===== config.mk =====
export PLATFORM = sky130hd
export DESIGN_NAME = spi_seq_multiplier_flat
export DESIGN_NICKNAME = d
export VERILOG_FILES = /design/src/rtl/spi_seq_multiplier_pkg.sv /design/src/rtl/spi_seq_multiplier_if.sv /design/src/rtl/spi_seq_multiplier_core.sv /design/src/rtl/spi_seq_multiplier.sv /design/src/flat_wrapper.sv
export SDC_FILE = /design/constraint.sdc
export NUM_CORES = 1
export LEC_CHECK = 0
export CORE_MARGIN = 2
export CORE_UTILIZATION = 27
export CTS_CLUSTER_DIAMETER = 40
export DETAILED_ROUTE_END_ITERATION = 8
export GPL_TIMING_DRIVEN = 1
export PLACE_DENSITY = 0.4
export SKIP_LAST_GASP = 1
export SYNTH_ARGS = -nofsm -noshare
export SYNTH_HDL_FRONTEND = slang
export SYNTH_HIERARCHICAL = 1
export SYNTH_SLANG_ARGS = --single-unit

===== constraint.sdc =====
create_clock -name CLK -period 2.2 [get_ports CLK]
set_input_delay 0.66 -clock CLK [delete_from_list [all_inputs] [get_ports CLK]]
set_output_delay 0.66 -clock CLK [all_outputs]
set_load 0.05 [all_outputs]

===== src/rtl/spi_seq_multiplier_pkg.sv =====
// Shared definitions for the SPI multiplier peripheral: FSM state encoding,
// chip-select polarity and the default synchroniser depth.
package spi_seq_multiplier_pkg;

  typedef enum logic [2:0] {
    IDLE = 3'd0,
    RX   = 3'd1,
    CALC = 3'd2,
    GAPW = 3'd3,
    TX   = 3'd4,
    HOLD = 3'd5
  } state_t;

  localparam logic CS_ACTIVE    = 1'b0;
  localparam int   DEFAULT_SYNC = 2;

endpackage


===== src/rtl/spi_seq_multiplier_if.sv =====
// SPI slave bus of the multiplier peripheral plus its frame status outputs.
interface spi_seq_multiplier_if;
  logic SCLK;
  logic CS;
  logic MOSI;
  logic MISO;
  logic busy;
  logic done;

  modport master (output SCLK, CS, MOSI, input MISO, busy, done);
  modport slave  (input SCLK, CS, MOSI, output MISO, busy, done);
endinterface


===== src/rtl/spi_seq_multiplier_core.sv =====
// Sequential shift-add multiplier: W CLK cycles after start the unsigned
// 2W-bit product is valid and done pulses; the result holds until the next start.
module seq_mult_core #(
  parameter int W = 4
) (
  input  logic           CLK,
  input  logic           RESET,
  input  logic           start,
  input  logic [W-1:0]   a,
  input  logic [W-1:0]   b,
  output logic [2*W-1:0] product,
  output logic           done
);
  localparam int CW = $clog2(W + 1);

  logic [2*W-1:0] mcand;
  logic [W-1:0]   mplier;
  logic [CW-1:0]  cnt;

  always_ff @(posedge CLK) begin
    if (RESET) begin
      mcand   <= '0;
      mplier  <= '0;
      cnt     <= '0;
      product <= '0;
      done    <= 1'b0;
    end else begin
      done <= 1'b0;
      if (start) begin
        mcand   <= {{W{1'b0}}, a};
        mplier  <= b;
        product <= '0;
        cnt     <= CW'(W);
      end else if (cnt != '0) begin
        if (mplier[0]) product <= product + mcand;
        mcand  <= mcand << 1;
        mplier <= mplier >> 1;
        cnt    <= cnt - CW'(1);
        done   <= (cnt == CW'(1));
      end
    end
  end

endmodule


===== src/rtl/spi_seq_multiplier.sv =====
// SPI-slave multiplier: receives A then B (MSB first), waits GAP dummy SCLKs,
// returns the 2W-bit product. Define SPI_MAC_EN for the mode-bit accumulator.
module spi_seq_multiplier
  import spi_seq_multiplier_pkg::*;
#(
  parameter int W    = 4,
  parameter int GAP  = 2,
  parameter int SYNC = DEFAULT_SYNC
) (
  input logic                  CLK,
  input logic                  RESET,
  spi_seq_multiplier_if.slave  bus
);
`ifdef SPI_MAC_EN
  localparam int RXB = 2 * W + 1;
`else
  localparam int RXB = 2 * W;
`endif
  localparam int PW = 2 * W;
  localparam int BW = $clog2(RXB + 1);
  localparam int TW = $clog2(PW + 1);
  localparam int GW = $clog2(GAP + 2);

  logic [SYNC-1:0] sclk_sync, cs_sync, mosi_sync;
  logic            sclk_prev, cs_prev;
  logic            sclk_s, cs_s, mosi_s;
  logic            sclk_rise, sclk_fall, cs_fall, cs_rise;

  assign sclk_s    = sclk_sync[SYNC-1];
  assign cs_s      = cs_sync[SYNC-1];
  assign mosi_s    = mosi_sync[SYNC-1];
  assign sclk_rise = sclk_s & ~sclk_prev;
  assign sclk_fall = ~sclk_s & sclk_prev;
  assign cs_fall   = (cs_prev != CS_ACTIVE) && (cs_s == CS_ACTIVE);
  assign cs_rise   = (cs_prev == CS_ACTIVE) && (cs_s != CS_ACTIVE);

  // NOTE: non-blocking assignments so every flop in the chain samples pre-edge values.
  always_ff @(posedge CLK) begin
    if (RESET) begin
      sclk_sync <= '0;
      cs_sync   <= {SYNC{~CS_ACTIVE}};
      mosi_sync <= '0;
      sclk_prev <= 1'b0;
      cs_prev   <= ~CS_ACTIVE;
    end else begin
      sclk_sync <= {sclk_sync[SYNC-2:0], bus.SCLK};
      cs_sync   <= {cs_sync[SYNC-2:0], bus.CS};
      mosi_sync <= {mosi_sync[SYNC-2:0], bus.MOSI};
      sclk_prev <= sclk_s;
      cs_prev   <= cs_s;
    end
  end

  state_t          state;
  logic [RXB-1:0]  rx_sr;
  logic [BW-1:0]   bit_cnt;
  logic [GW-1:0]   gap_cnt;
  logic [PW-1:0]   tx_sr;
  logic [TW-1:0]   tx_cnt;
  logic            core_start, core_done;
  logic [PW-1:0]   core_product;
  logic            miso_q, busy_q, done_q;
  logic [PW-1:0]   result;

  seq_mult_core #(.W(W)) u_core (
    .CLK     (CLK),
    .RESET   (RESET),
    .start   (core_start),
    .a       (rx_sr[2*W-1:W]),
    .b       (rx_sr[W-1:0]),
    .product (core_product),
    .done    (core_done)
  );

`ifdef SPI_MAC_EN
  logic [PW-1:0] acc;
  assign result = acc;
`else
  assign result = core_product;
`endif

  assign bus.MISO = miso_q;
  assign bus.busy = busy_q;
  assign bus.done = done_q;

  always_ff @(posedge CLK) begin
    if (RESET) begin
      state      <= IDLE;
      rx_sr      <= '0;
      bit_cnt    <= '0;
      gap_cnt    <= '0;
      tx_sr      <= '0;
      tx_cnt     <= '0;
      core_start <= 1'b0;
      miso_q     <= 1'b0;
      busy_q     <= 1'b0;
      done_q     <= 1'b0;
`ifdef SPI_MAC_EN
      acc        <= '0;
`endif
    end else begin
      core_start <= 1'b0;
      done_q     <= 1'b0;
      // Dummy rises are counted from CALC onwards so fast masters lose none.
      if ((state == CALC || state == GAPW) && sclk_rise && gap_cnt < GW'(GAP))
        gap_cnt <= gap_cnt + GW'(1);

      if (state != IDLE && cs_rise) begin
        state  <= IDLE;
        miso_q <= 1'b0;
        busy_q <= 1'b0;
      end else begin
        case (state)
          IDLE: if (cs_fall) begin
            bit_cnt <= '0;
            busy_q  <= 1'b1;
            miso_q  <= 1'b0;
            state   <= RX;
          end
          RX: if (sclk_rise) begin
            rx_sr <= {rx_sr[RXB-2:0], mosi_s};
            if (bit_cnt == BW'(RXB - 1)) begin
              core_start <= 1'b1;
              gap_cnt    <= '0;
              state      <= CALC;
            end else begin
              bit_cnt <= bit_cnt + BW'(1);
            end
          end
          CALC: if (core_done) begin
`ifdef SPI_MAC_EN
            acc <= rx_sr[RXB-1] ? acc + core_product : core_product;
`endif
            state <= GAPW;
          end
          GAPW: if (gap_cnt == GW'(GAP)) begin
            tx_sr  <= result;
            tx_cnt <= '0;
            state  <= TX;
          end
          TX: begin
            if (sclk_fall && tx_cnt != TW'(PW)) begin
              miso_q <= tx_sr[PW-1];
              tx_sr  <= tx_sr << 1;
              tx_cnt <= tx_cnt + TW'(1);
            end else if (sclk_rise && tx_cnt == TW'(PW)) begin
              done_q <= 1'b1;
              miso_q <= 1'b0;
              state  <= HOLD;
            end
          end
          HOLD:    miso_q <= 1'b0;
          default: state  <= IDLE;
        endcase
      end
    end
  end

endmodule


===== src/flat_wrapper.sv =====
// flat-port wrapper written by rule: the top's interface ports become plain ports
module spi_seq_multiplier_flat import spi_seq_multiplier_pkg::*;
#(
  parameter int W    = 4,
  parameter int GAP  = 2,
  parameter int SYNC = DEFAULT_SYNC
)
  (CLK, RESET, bus_SCLK, bus_CS, bus_MOSI, bus_MISO, bus_busy, bus_done);
  spi_seq_multiplier_if bus_i ();
  input logic CLK;
  input logic RESET;
  input wire logic [$bits(bus_i.SCLK)-1:0] bus_SCLK;
  input wire logic [$bits(bus_i.CS)-1:0] bus_CS;
  input wire logic [$bits(bus_i.MOSI)-1:0] bus_MOSI;
  output wire logic [$bits(bus_i.MISO)-1:0] bus_MISO;
  output wire logic [$bits(bus_i.busy)-1:0] bus_busy;
  output wire logic [$bits(bus_i.done)-1:0] bus_done;
  assign bus_i.SCLK = bus_SCLK;
  assign bus_i.CS = bus_CS;
  assign bus_i.MOSI = bus_MOSI;
  assign bus_MISO = bus_i.MISO;
  assign bus_busy = bus_i.busy;
  assign bus_done = bus_i.done;
  spi_seq_multiplier #(.W(W), .GAP(GAP), .SYNC(SYNC)) u_core (.CLK(CLK), .RESET(RESET), .bus(bus_i));
endmodule

# Word-level counts from Yosys, hierarchy flattened
# Index checks and enable logic that the tools add are counted.
[word_totals]
ff_bits = 65
wordCells = 122
input_bits = 5
output_inout_bits = 3
[op_classes]
eq_ne = 20
n_reduce_logical = 27
bitwise_logic = 12
addsub = 5
mux = 35
order_cmp = 1
[op_table]
columns = ["cell", "n"]
rows = [
  ["two-way mux 4 bit", 9],
  ["two-way mux 3 bit", 9],
  ["one-hot mux 3 bit (6 select lines)", 1],
  ["two-way mux 8 bit", 2],
  ["one-hot mux 4 bit (2 select lines)", 2],
  ["one-hot mux 8 bit (2 select lines)", 1],
  ["two-way mux 2 bit", 5],
  ["inequality test 2 x 1 -> 1 bit, second input constant", 5],
  ["inverter 1 bit", 10],
  ["nonzero test 3 bit", 3],
  ["adder 4 x 1 -> 4 bit, second input constant", 2],
  ["adder 8 bit", 1],
  ["inequality test 2 bit, second input constant", 4],
  ["AND reduction 8 bit", 1],
  ["OR reduction 4 bit", 2],
  ["logical AND 1 bit", 7],
  ["== test 3 x 1 -> 1 bit, second input constant", 2],
  ["== test 3 x 2 -> 1 bit, second input constant", 2],
  ["== test 3 bit, second input constant", 2],
  ["AND reduction 3 bit", 2],
  ["nonzero test 2 bit", 3],
  ["two-way mux 1 bit", 5],
  ["AND reduction 5 bit", 1],
  ["== test 4 x 3 -> 1 bit, second input constant", 1],
  ["other kinds (15)", 18],
]

# Logic depth before layout (Yosys ltp)
# Gate-level depths: netlist of the first run.
[logic_depth]
word_depth = 9
mapped_depth = 9
mapped_depth_nobuf = 8

# Modules after synthesis
# The synthesis of the first run kept the hierarchy.
[modules_own_cells]
columns = ["mod", "n_inst", "cells_per_inst", "area_each_um2"]
rows = [
  ["spi_seq_multiplier", 1, 202, 1843.0],
  ["seq_mult_core", 1, 147, 1280.0],
]

# Least setup slack after synthesis of the first run
# No wires, ideal clock.
[synth_path]
kind = "register to register"
from = "register u_core.state[1]"
to = "register u_core.tx_cnt[3]"
path_stages_with_launch = 7
arrival_ns = 1.622
required_time_ns = 2.071
n_path_buf = 2
setup_slack_ns = 0.449
path_cell_list = "dfxtp_1 -> clkbuf_1 -> or3b_4 -> buf_6 -> o31a_4 -> o311ai_2 -> o31ai_1"
[synth_via]
elab_chain_len = 4
[synth_lines]
columns = ["element", "line_no", "text"]
rows = [
  ["from (decl)", "spi_seq_multiplier.sv:54", "state_t state;"],
  ["from (signal assigned)", "spi_seq_multiplier.sv:88", "state <= IDLE;"],
  ["from (signal assigned)", "spi_seq_multiplier.sv:109", "state <= IDLE;"],
  ["from (signal assigned)", "spi_seq_multiplier.sv:118", "state <= RX;"],
  ["branches (longest 4 deep; another with AND reduction 4 bit)", "n/a", ""],
  ["to (signal assigned)", "spi_seq_multiplier.sv:145", "tx_cnt <= tx_cnt + TW'(1);"],
  ["to (decl)", "spi_seq_multiplier.sv:59", "logic [TW-1:0] tx_cnt;"],
]
# Several ways; the timed one is not identified.
# A chain may end at the register's enable or synchronous reset.

# Final worst setup path of the first run
[layout_path]
from = "register u_core.done_q, in the netlist u_core/bus.done"
to = "output port bus_done"
[layout_lines]
columns = ["element", "line_no", "text"]
rows = [
  ["from (decl)", "spi_seq_multiplier.sv:62", "logic miso_q, busy_q, done_q;"],
  ["from (signal assigned)", "spi_seq_multiplier.sv:97", "done_q <= 1'b0;"],
  ["from (signal assigned)", "spi_seq_multiplier.sv:103", "done_q <= 1'b0;"],
  ["from (signal assigned)", "spi_seq_multiplier.sv:147", "done_q <= 1'b1;"],
  ["to (decl)", "flat_wrapper.sv:17", "output wire logic [$bits(bus_i.done)-1:0] bus_done;"],
]
# No word-level cell between the ends.

==> key figures, run 1 <==
Timing
  – Worst-Margin Slew: 0.663 ns
  – Tcrit/Tclk final: 95.5%
  – Worst hold margin: 0.415 ns
  – Clock skew: 0.00893 ns
  – Relative slew slack: 55.8%
  – Max Slew Vio Count: 0
  – Final setup vio count: 0
  – Min Tclk post-route: 2.10 ns
  – RSZ-0062 raised after global routing: no
  – Highest clock rate: 476 MHz
  – Hold Fails Final Rpt: 0
  – Setup TNS: 0 ns
  – Worst Setup Slack, final: 0.0988 ns

Clock tree
  – H-tree depth: 3
  – CTS hold repair buffers: 0
  – Worst-Skew Late Latency: 0.33 ns
  – Sink Count: 65
  – TritonCTS clock tree: built
  – Worst-case clock buffer depth: 2
  – Setup bufs post-CTS: 0
  – Root Buffer Master: clkbuf_16
  – Reg clk slew, reported paths: 0.06 ns
  – TritonCTS Buffers: 9

Pwr
  – VDD IR max: 0.371 mV
  – P_leak: 1.44 nW
  – Logic pwr share: approximately an eighth
  – Switching share of power: 23.7%
  – Switching power: 0.769 mW
  – Clk pwr share: 49.8%
  – Reg power frac: a little under two fifths
  – Total Power: 3.24 mW
  – PwrDens: 868 nW/um^2
  – Internal power: 2.47 mW

Synth
  – Area share of the largest cell type after synthesis: 41.7%
  – Post-synthesis sequential area ratio: a little over two fifths
  – Avg Cell Area, Syn: 8.95 sq um
  – Cell Area, Synth: roughly 3100 sq um
  – Post-Syn Nets: 369
  – Post-synth EDFFs: 0
  – Ys async rst share: 0%
  – Area leader, netlist: dfxtp_1
  – Syn. warnings: 6
  – Synthesized instance count: between 300 and 400
  – Prevailing post-synth register cell: dfxtp_1
  – Top cells by count, synth: dfxtp_1 (65), a21oi_1 (40), nor2_1 (30)
  – Most numerous cell in the Yosys netlist: dfxtp_1
  – #FFs+latches synth: 65
  – Yosys cell types: 56
  – Synth area leaders: dfxtp_1 (42%), a21oi_1 (6.4%), ha_1 (5.6%)

Detailed routing
  – Routed len/inst: roughly 14 um
  – Met2 Wirelength: approximately 3300 um
  – Met3 wire length: between 150 and 200 um
  – Post-Route WL: a little over 7000 um
  – DRC: 0
  – ANT nets after route: 0
  – Drt initial violations: 105
  – Routed via count: around 2500
  – Via-to-Cell Ratio: 4.87
  – M1 wire length: 3610 um
  – Highest layer used for signal routing: met4
  – Initial DRT Pass Iterations: 4

Worst hold path
  – Hold crit path type: flip-flop to flip-flop

Layout
  – Fillers: 1188
  – Fin area: 3730 sq um
  – Area delta synth->final: 19.6%
  – Multi-input gate area: 1680 sq um
  – Nets: 385
  – Non-Filler Instances: 513
  – Layout cell share with drive strength beyond 1: between 10% and 20%
  – Register area: 1300 sq um
  – Post-layout util: 32.8%
  – # diodes: 0

Placement
  – Placed insts: 497
  – Placement Setup Slack: between 0.15 and 0.2 ns
  – Port bufs: 7
  – Placement Cell Area: 3390 sq um
  – GP Congestion: roughly 0.75
  – DP HPWL: 5170 um

Global routing
  – Vias in the first global route: 2438
  – Gr ovfl total: 0
  – Initial antenna violation count: 0
  – First-pass GRT wire length: 12200 um
  – Global Route Usage Sum: 12.3%
  – Largest net degree at the start of global routing: 21

Critical path
  – Worst path required time: 1.54 ns
  – Setup Crit Path Kind: flip-flop to primary output
  – Slowest cell on the critical path: clkdlybuf4s50_1
  – Worst path cell trace: clkdlybuf4s50_1
  – Crit path DAT: 1.44 ns
  – CP top delay family: buffers and inverters
  – Startpoint Class: flip-flop
  – Worst Setup End Kind: primary output
  – Crit path buffers/inverters: 1
  – Max stage delay on crit path: a little under 0.8 ns
  – Max Fanout on Critical Path: 1

Run status
  – Outcome: complete, no violations

Floorplan
  – Core Region: 11400 sq um
  – Initial Utilization: a little over a quarter
  – Row Count: 39
  – Die H: ~110 um
  – Die W: 112 um
  – Die area: 12400 sq um
  – # IOs: 8

Flow run
  – Max_cap viols: 0
[cell usage in the layout, fill, tap and decap left out, drive strengths merged, types with 4 or more instances in the layout]
cell type      netlist  routed
buf                  7      14
mux2i               17      17
dfxtp               65      65
clkdlybuf4s50        0       5
o21ai                8       8
a211oi              12      12
ha                  14      14
or2                  4       4
nor2b               11      11
clkbuf               9      12
nand3               12      12
nand2b               6       6
nand2               23      23
nor3                 9       9
inv                 15      15
nand4                5       5
o31ai                8       8
a21oi               41      41
nor2                31      31
o21a                 4       4
[kinds of logic after synthesis]
group / Yosys count / share of synthesized area (%)
xor gates and xnor gates: 3 / 0.841
adders and majority gates: 15 / 6.25
and+or+nand+nor: 126 / 21.5
AOI/OAI and AO/OA: 92 / 19.6
DFF: 65 / 41.7
muxes: 17 / 5.45
buffers and inverters: 31 / 4.65
[metal layers]
layer,vias up,global-route usage [%]
li1,1289,-
met1,1174,16.0
met2,24,19.3
met3,11,2.45
met4,0,6.42
met5,-,0
[final cells by class]
type                    count  area share, %
repair buffers             21           4.83
flip-flops and latches     65           34.9
clock inverters             4           1.98
multi-input cells         253           44.9
inverters                  15           1.51
clock buffers              12           7.14
well taps                 143           4.79
[final timing paths]
check                                             startpoint                             to  slack [ns]  cells after the start
worst max-delay path              u_core/bus.done$_SDFF_PP0_                       bus_done         0.1                      1
worst min register to register  u_core/cs_sync[0]$_SDFF_PP1_   u_core/cs_sync[1]$_SDFF_PP1_        0.42                      1
worst min-delay path            u_core/cs_sync[0]$_SDFF_PP1_   u_core/cs_sync[1]$_SDFF_PP1_        0.42                      1
worst max register to register  u_core/state[2]$_SDFFE_PP0P_  u_core/tx_cnt[3]$_SDFFE_PP0P_        0.36                      4
[state kept, by name, indices dropped and copies added, names as in the netlist, 4 cells and up]
register and count:
u_core/rx_sr 8, u_core/tx_sr 8, u_core/u_core/mcand 8, u_core/u_core/product 8, u_core/tx_cnt 4, u_core/u_core/mplier 4, u_core/bit_cnt 4
[power by group through the flow]
stage                     sequential, mW  clock, mW  combinational, mW
after floorplan                     1.27          0              0.308
final                               1.24       1.61              0.390
after global placement              1.26          0              0.390
after detailed placement            1.26          0              0.391
after CTS                           1.24       1.65              0.395
after global routing                1.24       1.71              0.433
[what timing repair did]
item                       CTS  global route
gates resized for setup      0             2
setup endpoints to repair    0             2
hold endpoints to repair     0             0
Power figures use the tool's default switching activity.
==> run 2: changes to the inputs <==
- CORE_UTILIZATION: 27 -> 35
- PLACE_DENSITY: 0.4 -> 0.49
==> run 2 against run 1 <==
Combinational power decreased by 3%. Flip-flop and latch count unchanged. Final cell count decreased by 7.8%. Utilization increased by 7.6 points. Critical path depth unchanged. Global-route usage increased by 2.1 points. Clock power decreased by 37%. Clock-buffer cell count decreased by 2. Clock skew about the same. Sequential share of layout area increased by 2.3 points. Power decreased by 19%. Register-to-register slack got worse by 0.02 ns. Critical path type unchanged.
==> key figures, run 2 (synthesis gave the netlist of run 1 again) <==
Layout
  – Commonest non-fill, non-tap cell in the layout: dfxtp_1
  – Layout cell share with drive strength beyond 1: a little over a tenth
  – # diodes: 0
  – Area delta synth->final: 12.3%
  – Most frequent cells in the layout: dfxtp_1 (65), a21oi_1 (40), nor2_1 (30)
  – Nets: 380

Floorplan
  – Initial Utilization: around 36%
  – Die area: 9690 sq um
  – # IOs: 8
  – Core Region: 8680 sq um
  – Die W: 98.5 um
  – Row Count: 34
  – Die H: 98.5 um

Placement
  – DP HPWL: about 4600 um
  – GP Congestion: 0.765
  – Port bufs: 7

Worst hold path
  – Hold crit path type: flip-flop to flip-flop
  – Worst Hold Launch: u_core/cs_sync[0]$_SDFF_PP1_

Timing
  – Setup TNS: 0 ns
  – Tcrit/Tclk final: between 90% and 100%
  – Relative slew slack: 58.6%
  – Min Tclk post-route: approximately 2.1 ns
  – RSZ-0062 raised after global routing: no
  – Hold Fails Final Rpt: 0
  – Clock skew: 0.00926 ns
  – Final setup vio count: 0
  – Worst-Margin Slew: slightly above 0.6 ns
  – Highest clock rate: 477 MHz
  – Max Slew Vio Count: 0

Flow run
  – Max_cap viols: 0

Clock tree
  – TritonCTS clock tree: built
  – H-tree depth: 3
  – Worst-case clock buffer depth: 2
  – Reg clk slew, reported paths: about 0.070 ns
  – Sink Count: 65
  – Worst-Skew Late Latency: 0.34 ns
  – Root Buffer Master: clkbuf_8
  – TritonCTS Buffers: 9

Critical path
  – Slowest cell on the critical path: clkdlybuf4s50_1
  – Critical Path Start: u_core/bus.done$_SDFF_PP0_
  – Max stage delay on crit path: 0.79 ns
  – Worst Setup End Kind: primary output
  – Setup Crit Path Kind: flip-flop to primary output
  – Crit path buffers/inverters: 1
  – R2r startpoint: u_core/u_core/product[0]$_SDFFE_PP0P_
  – Worst path cell trace: clkdlybuf4s50_1
  – Startpoint Class: flip-flop
  – Worst path required time: around 1.5 ns
  – Crit path DAT: approximately 1.4 ns
  – CP top delay family: buffers and inverters
  – Max Fanout on Critical Path: 1

Global routing
  – Vias in the first global route: 2314
  – Largest net degree at the start of global routing: 29
  – First-pass GRT wire length: 11100 um
  – Gr ovfl total: 0
  – Initial antenna violation count: 0
  – Global Route Usage Sum: about 14%

Pwr
  – PwrDens: around 750 nW/um^2
  – VDD IR max: 0.367 mV
  – Total Power: between 2 and 3 mW
  – P_leak: 1.34 nW

Detailed routing
  – ANT nets after route: 0
  – Drt initial violations: 95
  – Routed via count: roughly 2400
  – Via-to-Cell Ratio: 5.17
  – Post-Route WL: 6550 um
  – Initial DRT Pass Iterations: 4
  – Routed len/inst: 13.8 um
  – DRC: 0

Run status
  – Outcome: complete, no violations
==> run 2: changes by cell type in the layout (fill, tap and decap cells not counted), sizes merged <==
| cell | previous run | this run |
|---|---|---|
| bufinv | 2 | 1 |
| buf | 14 | 9 |
| clkinvlp | 0 | 2 |
| inv | 15 | 16 |
| clkbuf | 12 | 10 |
==> run 2: routing by layer <==
metal  up-vias  wire (um)  global-route usage (%)
li1       1272          -                       -
met1      1146       3280                    18.8
met2        21       3010                    22.4
met3         6        189                    4.75
met4         0         78                    4.85
met5         -          0                       0
==> run 2: where the power goes <==
group	switching, mW	total [mW]	internal (mW)
clock	0.479	1.01	0.527
combinational	0.209	0.378	0.169
sequential	0.0260	1.24	1.21
total	0.714	2.62	1.91
==> run 2: repair_timing <==
action | in CTS | in global routing
buffers inserted | 0 | 0
endpoints found under the hold margin | 0 | 0
hold buffers | 0 | 0
setup endpoints to repair | 0 | 2
gates resized for setup | 0 | 2
==> run 2: stage by stage <==
step                area (sq um)  hold slack [ns]  std cells  setup WS (ns)  utilization [%]
floorplan                   3120            0.389        349          0.449                -
finish                      3510            0.410        473          0.104             40.4
detailed placement          3310            0.396        457          0.120             38.1
global route                3510            0.423        473         0.0547             40.4
global placement            3310            0.393        457          0.128             38.1
CTS                         3500            0.414        473         0.0154             40.4
==> run 2: final timing paths <==
check | to | cells after the start | slack, ns
worst max-delay path | bus_done | 1 | 0.10
worst min-delay path | u_core/cs_sync[1]$_SDFF_PP1_ | 1 | 0.41
worst max register to register | u_core/u_core/product[4]$_SDFFE_PP0P_ | 8 | 0.34
worst min register to register | u_core/cs_sync[1]$_SDFF_PP1_ | 1 | 0.41
==> run 2: cell type report <==
class                      count  area, sq um
multi-input combinational    253         1680
fill                         905         5170
sequential                    65         1300
tap                          108          135
timing repair buffer          16          143
clock inverter                 6         67.6
clock buffer                  10          128
inverter                      15         56.3
==> RTL edit: new RTL, flow settings as in run 2 <==
Build with the macro `SPI_MAC_EN` defined.
--- a/src/rtl/spi_seq_multiplier.sv
+++ b/src/rtl/spi_seq_multiplier.sv
@@ -1,5 +1,7 @@
 // SPI-slave multiplier: receives A then B (MSB first), waits GAP dummy SCLKs,
 // returns the 2W-bit product. Define SPI_MAC_EN for the mode-bit accumulator.
+`define SPI_MAC_EN
+
 module spi_seq_multiplier
   import spi_seq_multiplier_pkg::*;
 #(
Behaviour: no difference found for any inputs over 10 cycles, from zero or initial values and one cycle with RESET high; that may be too few to reach the edited logic, so the function may still have changed.
==> RTL edit against run 2 <==
Cell area is 20% higher. Hold slack better by 3.1 ps. Routed wire length up 15%. Global-route usage barely moved. Power up 22%. Critical path depth unchanged. Area after synthesis is 21% higher. Setup slack worse by 10 ps. Register-to-register slack got worse by 120 ps. Sequential cell count rose by 9. Via count rose by 20%. Clock skew is 1.4 ps lower. Largest cell class unchanged. Largest power group unchanged.
==> RTL edit: results (changes against run 2) <==
| Metric | Value |
|---|---|
| Hold depth | 1 (unchanged) |
| Port bufs | 7 (unchanged) |
| Status | complete, no violations (unchanged) |
| Leakage power total | 1.64 nW (was 1.34 nW) |
| R2r setup slk | 220 ps (was 340 ps) |
| Max VDD drop | 493 uV (was 367 uV) |
| Post-Syn Nets | 464 (was 369) |
| Crit Reg-Reg Endpoint | u_core/acc[7]$_SDFFE_PP0P_ (was u_core/u_core/product[4]$_SDFFE_PP0P_) |
| Beginning of the worst hold path | u_core/cs_sync[0]$_SDFF_PP1_ (unchanged) |
| Clock Latency Late Sink | 350 ps |
| H-tree depth | 3 (unchanged) |
| HPWL after DPL | 5300 um (was 4600 um) |
| Synth top cells by count | dfxtp_1, nor2_1, a21oi_1, nand2_1, mux2i_1 (was dfxtp_1, a21oi_1, nor2_1, nand2_1, mux2i_1) |
| Synthesized area per cell | 8.65 um2 (was 8.95 um2) |
| CP delay by family, top | buffers and inverters (unchanged) |
| Sequential area share after synthesis | 0.393 (was 0.417) |
| Yosys cell types | 57 (was 56) |
| 1st-iter DRT viols | 129 (was 95) |
| Vias | 2928 (was 2445) |
| Yosys warning count | 6 (unchanged) |
| Layout cells sized above 1 | 0.0919 (was 0.104) |
| Worst reg2reg path startpoint | u_core/u_core/product[1]$_SDFFE_PP0P_ (was u_core/u_core/product[0]$_SDFFE_PP0P_) |
| Non-Filler Instances | 582 (was 473) |
| Vias in the first global route | 2732 (was 2314) |
| Hold EP | u_core/cs_sync[1]$_SDFF_PP1_ (unchanged) |
| Worst-path clk slew | 80 ps |
| Biggest register | u_core/rx_sr |
| Global-route wire length before repair | 13100 um (was 11100 um) |
| Slowest cell on crit path | clkdlybuf4s50_1 (unchanged) |
| WP data arrival | 1450 ps |
| Tightest Hold Check Type | reg -> reg (unchanged) |
| Nets@finish | 470 (was 380) |
| Top cells by area, synth | dfxtp_1, ha_1, mux2i_1 (was dfxtp_1, a21oi_1, ha_1) |
| Final setup skew | 7.87 ps (was 9.26 ps) |
| Path depth of the worst reg2reg path | 7 (was 8) |
| Post-placement cell area | 0.00397 mm2 (was 0.00331 mm2) |
| Largest fanout on the critical path | 1 (unchanged) |
| Placed cells | 566 (was 457) |
| GRT Util Overall | 0.144 (about the same) |
| # diodes | 0 (unchanged) |
| WL final | 7530 um (was 6550 um) |
| Largest net degree at the start of global routing | 25 (was 29) |
| RePlAce Congestion | 0.737 (was 0.765) |
| CP max stage delay | 790 ps (about the same) |
| Initial antenna violation count | 0 (unchanged) |
| Worst slew margin | 0.569 (was 0.586) |
## RTL edit: cell types whose count changed after synthesis, moves of 4 or more
| cell | run 2 | this run |
|---|---|---|
| nand3_1 | 11 | 7 |
| ha_1 | 14 | 22 |
| o21ai_1 | 0 | 5 |
| clkbuf_1 | 9 | 14 |
| a311oi_1 | 0 | 7 |
| nand2_1 | 22 | 35 |
| mux2i_1 | 17 | 27 |
| nor2_1 | 30 | 60 |
| dfxtp_1 | 65 | 74 |
| nand4_1 | 5 | 0 |
## RTL edit: cell type report
class	count	area, um2
clock buffer	9	124
clock inverter	7	103
fill	1076	6170
inverter	19	71.3
multi-input combinational	319	2100
sequential	74	1480
tap	136	170
timing repair buffer	18	153
## RTL edit: power by group
| part | internal [mW] | total [mW] | leakage (nW) | switching [mW] |
|---|---|---|---|---|
| Combinational | 0.243 | 0.572 | 0.932 | 0.330 |
| Sequential | 1.39 | 1.43 | 0.599 | 0.0343 |
| Clock | 0.648 | 1.20 | 0.110 | 0.555 |
## RTL edit: routing by layer
layer,GRT usage,vias to the layer above,part of all wire
li1,-,1540,-
met1,0.192,1343,0.52
met2,0.218,36,0.44
met3,0.0484,9,0.035
met4,0.0449,0,0.013
met5,0,-,0
## RTL edit: how the worst max path moves through the flow
stage	startpoint	to	slack, ps	cells after the start
after floorplan	u_core/u_core/product[1]$_SDFFE_PP0P_	u_core/acc[7]$_SDFFE_PP0P_	320	7
after global placement	u_core/tx_cnt[0]$_SDFFE_PP0P_	u_core/tx_cnt[3]$_SDFFE_PP0P_	240	8
after detailed placement	u_core/u_core/product[1]$_SDFFE_PP0P_	u_core/acc[7]$_SDFFE_PP0P_	220	7
after CTS	u_core/bus.busy$_SDFFE_PP0P_	bus_busy	20	1
after global routing	u_core/bus.done$_SDFF_PP0_	bus_done	30	1
final	u_core/bus.done$_SDFF_PP0_	bus_done	90	1
## RTL edit: repair_timing
item,CTS,global route
endpoints found under the setup margin,0,2
endpoints found under the hold margin,0,0
hold buffers,0,0
gates resized for setup,0,2
## RTL edit: cell families after synthesis
kind of cell,Yosys count,synth area share
compound gates,96,0.168
xor+xnor,8,0.0186
fa+ha+maj,24,0.0837
buf+inv,42,0.0485
flops,74,0.393
mux,28,0.0748
simple gates,163,0.213
## RTL edit: metrics by stage
| step | worst slack [ps] | hold slack (ps) |
|---|---|---|
| finish | 93.7 | 413 |
| CTS | 20.4 | 416 |
| detailed placement | 223 | 397 |
| floorplan | 320 | 389 |
| global placement | 242 | 391 |
| global route | 33.9 | 420 |
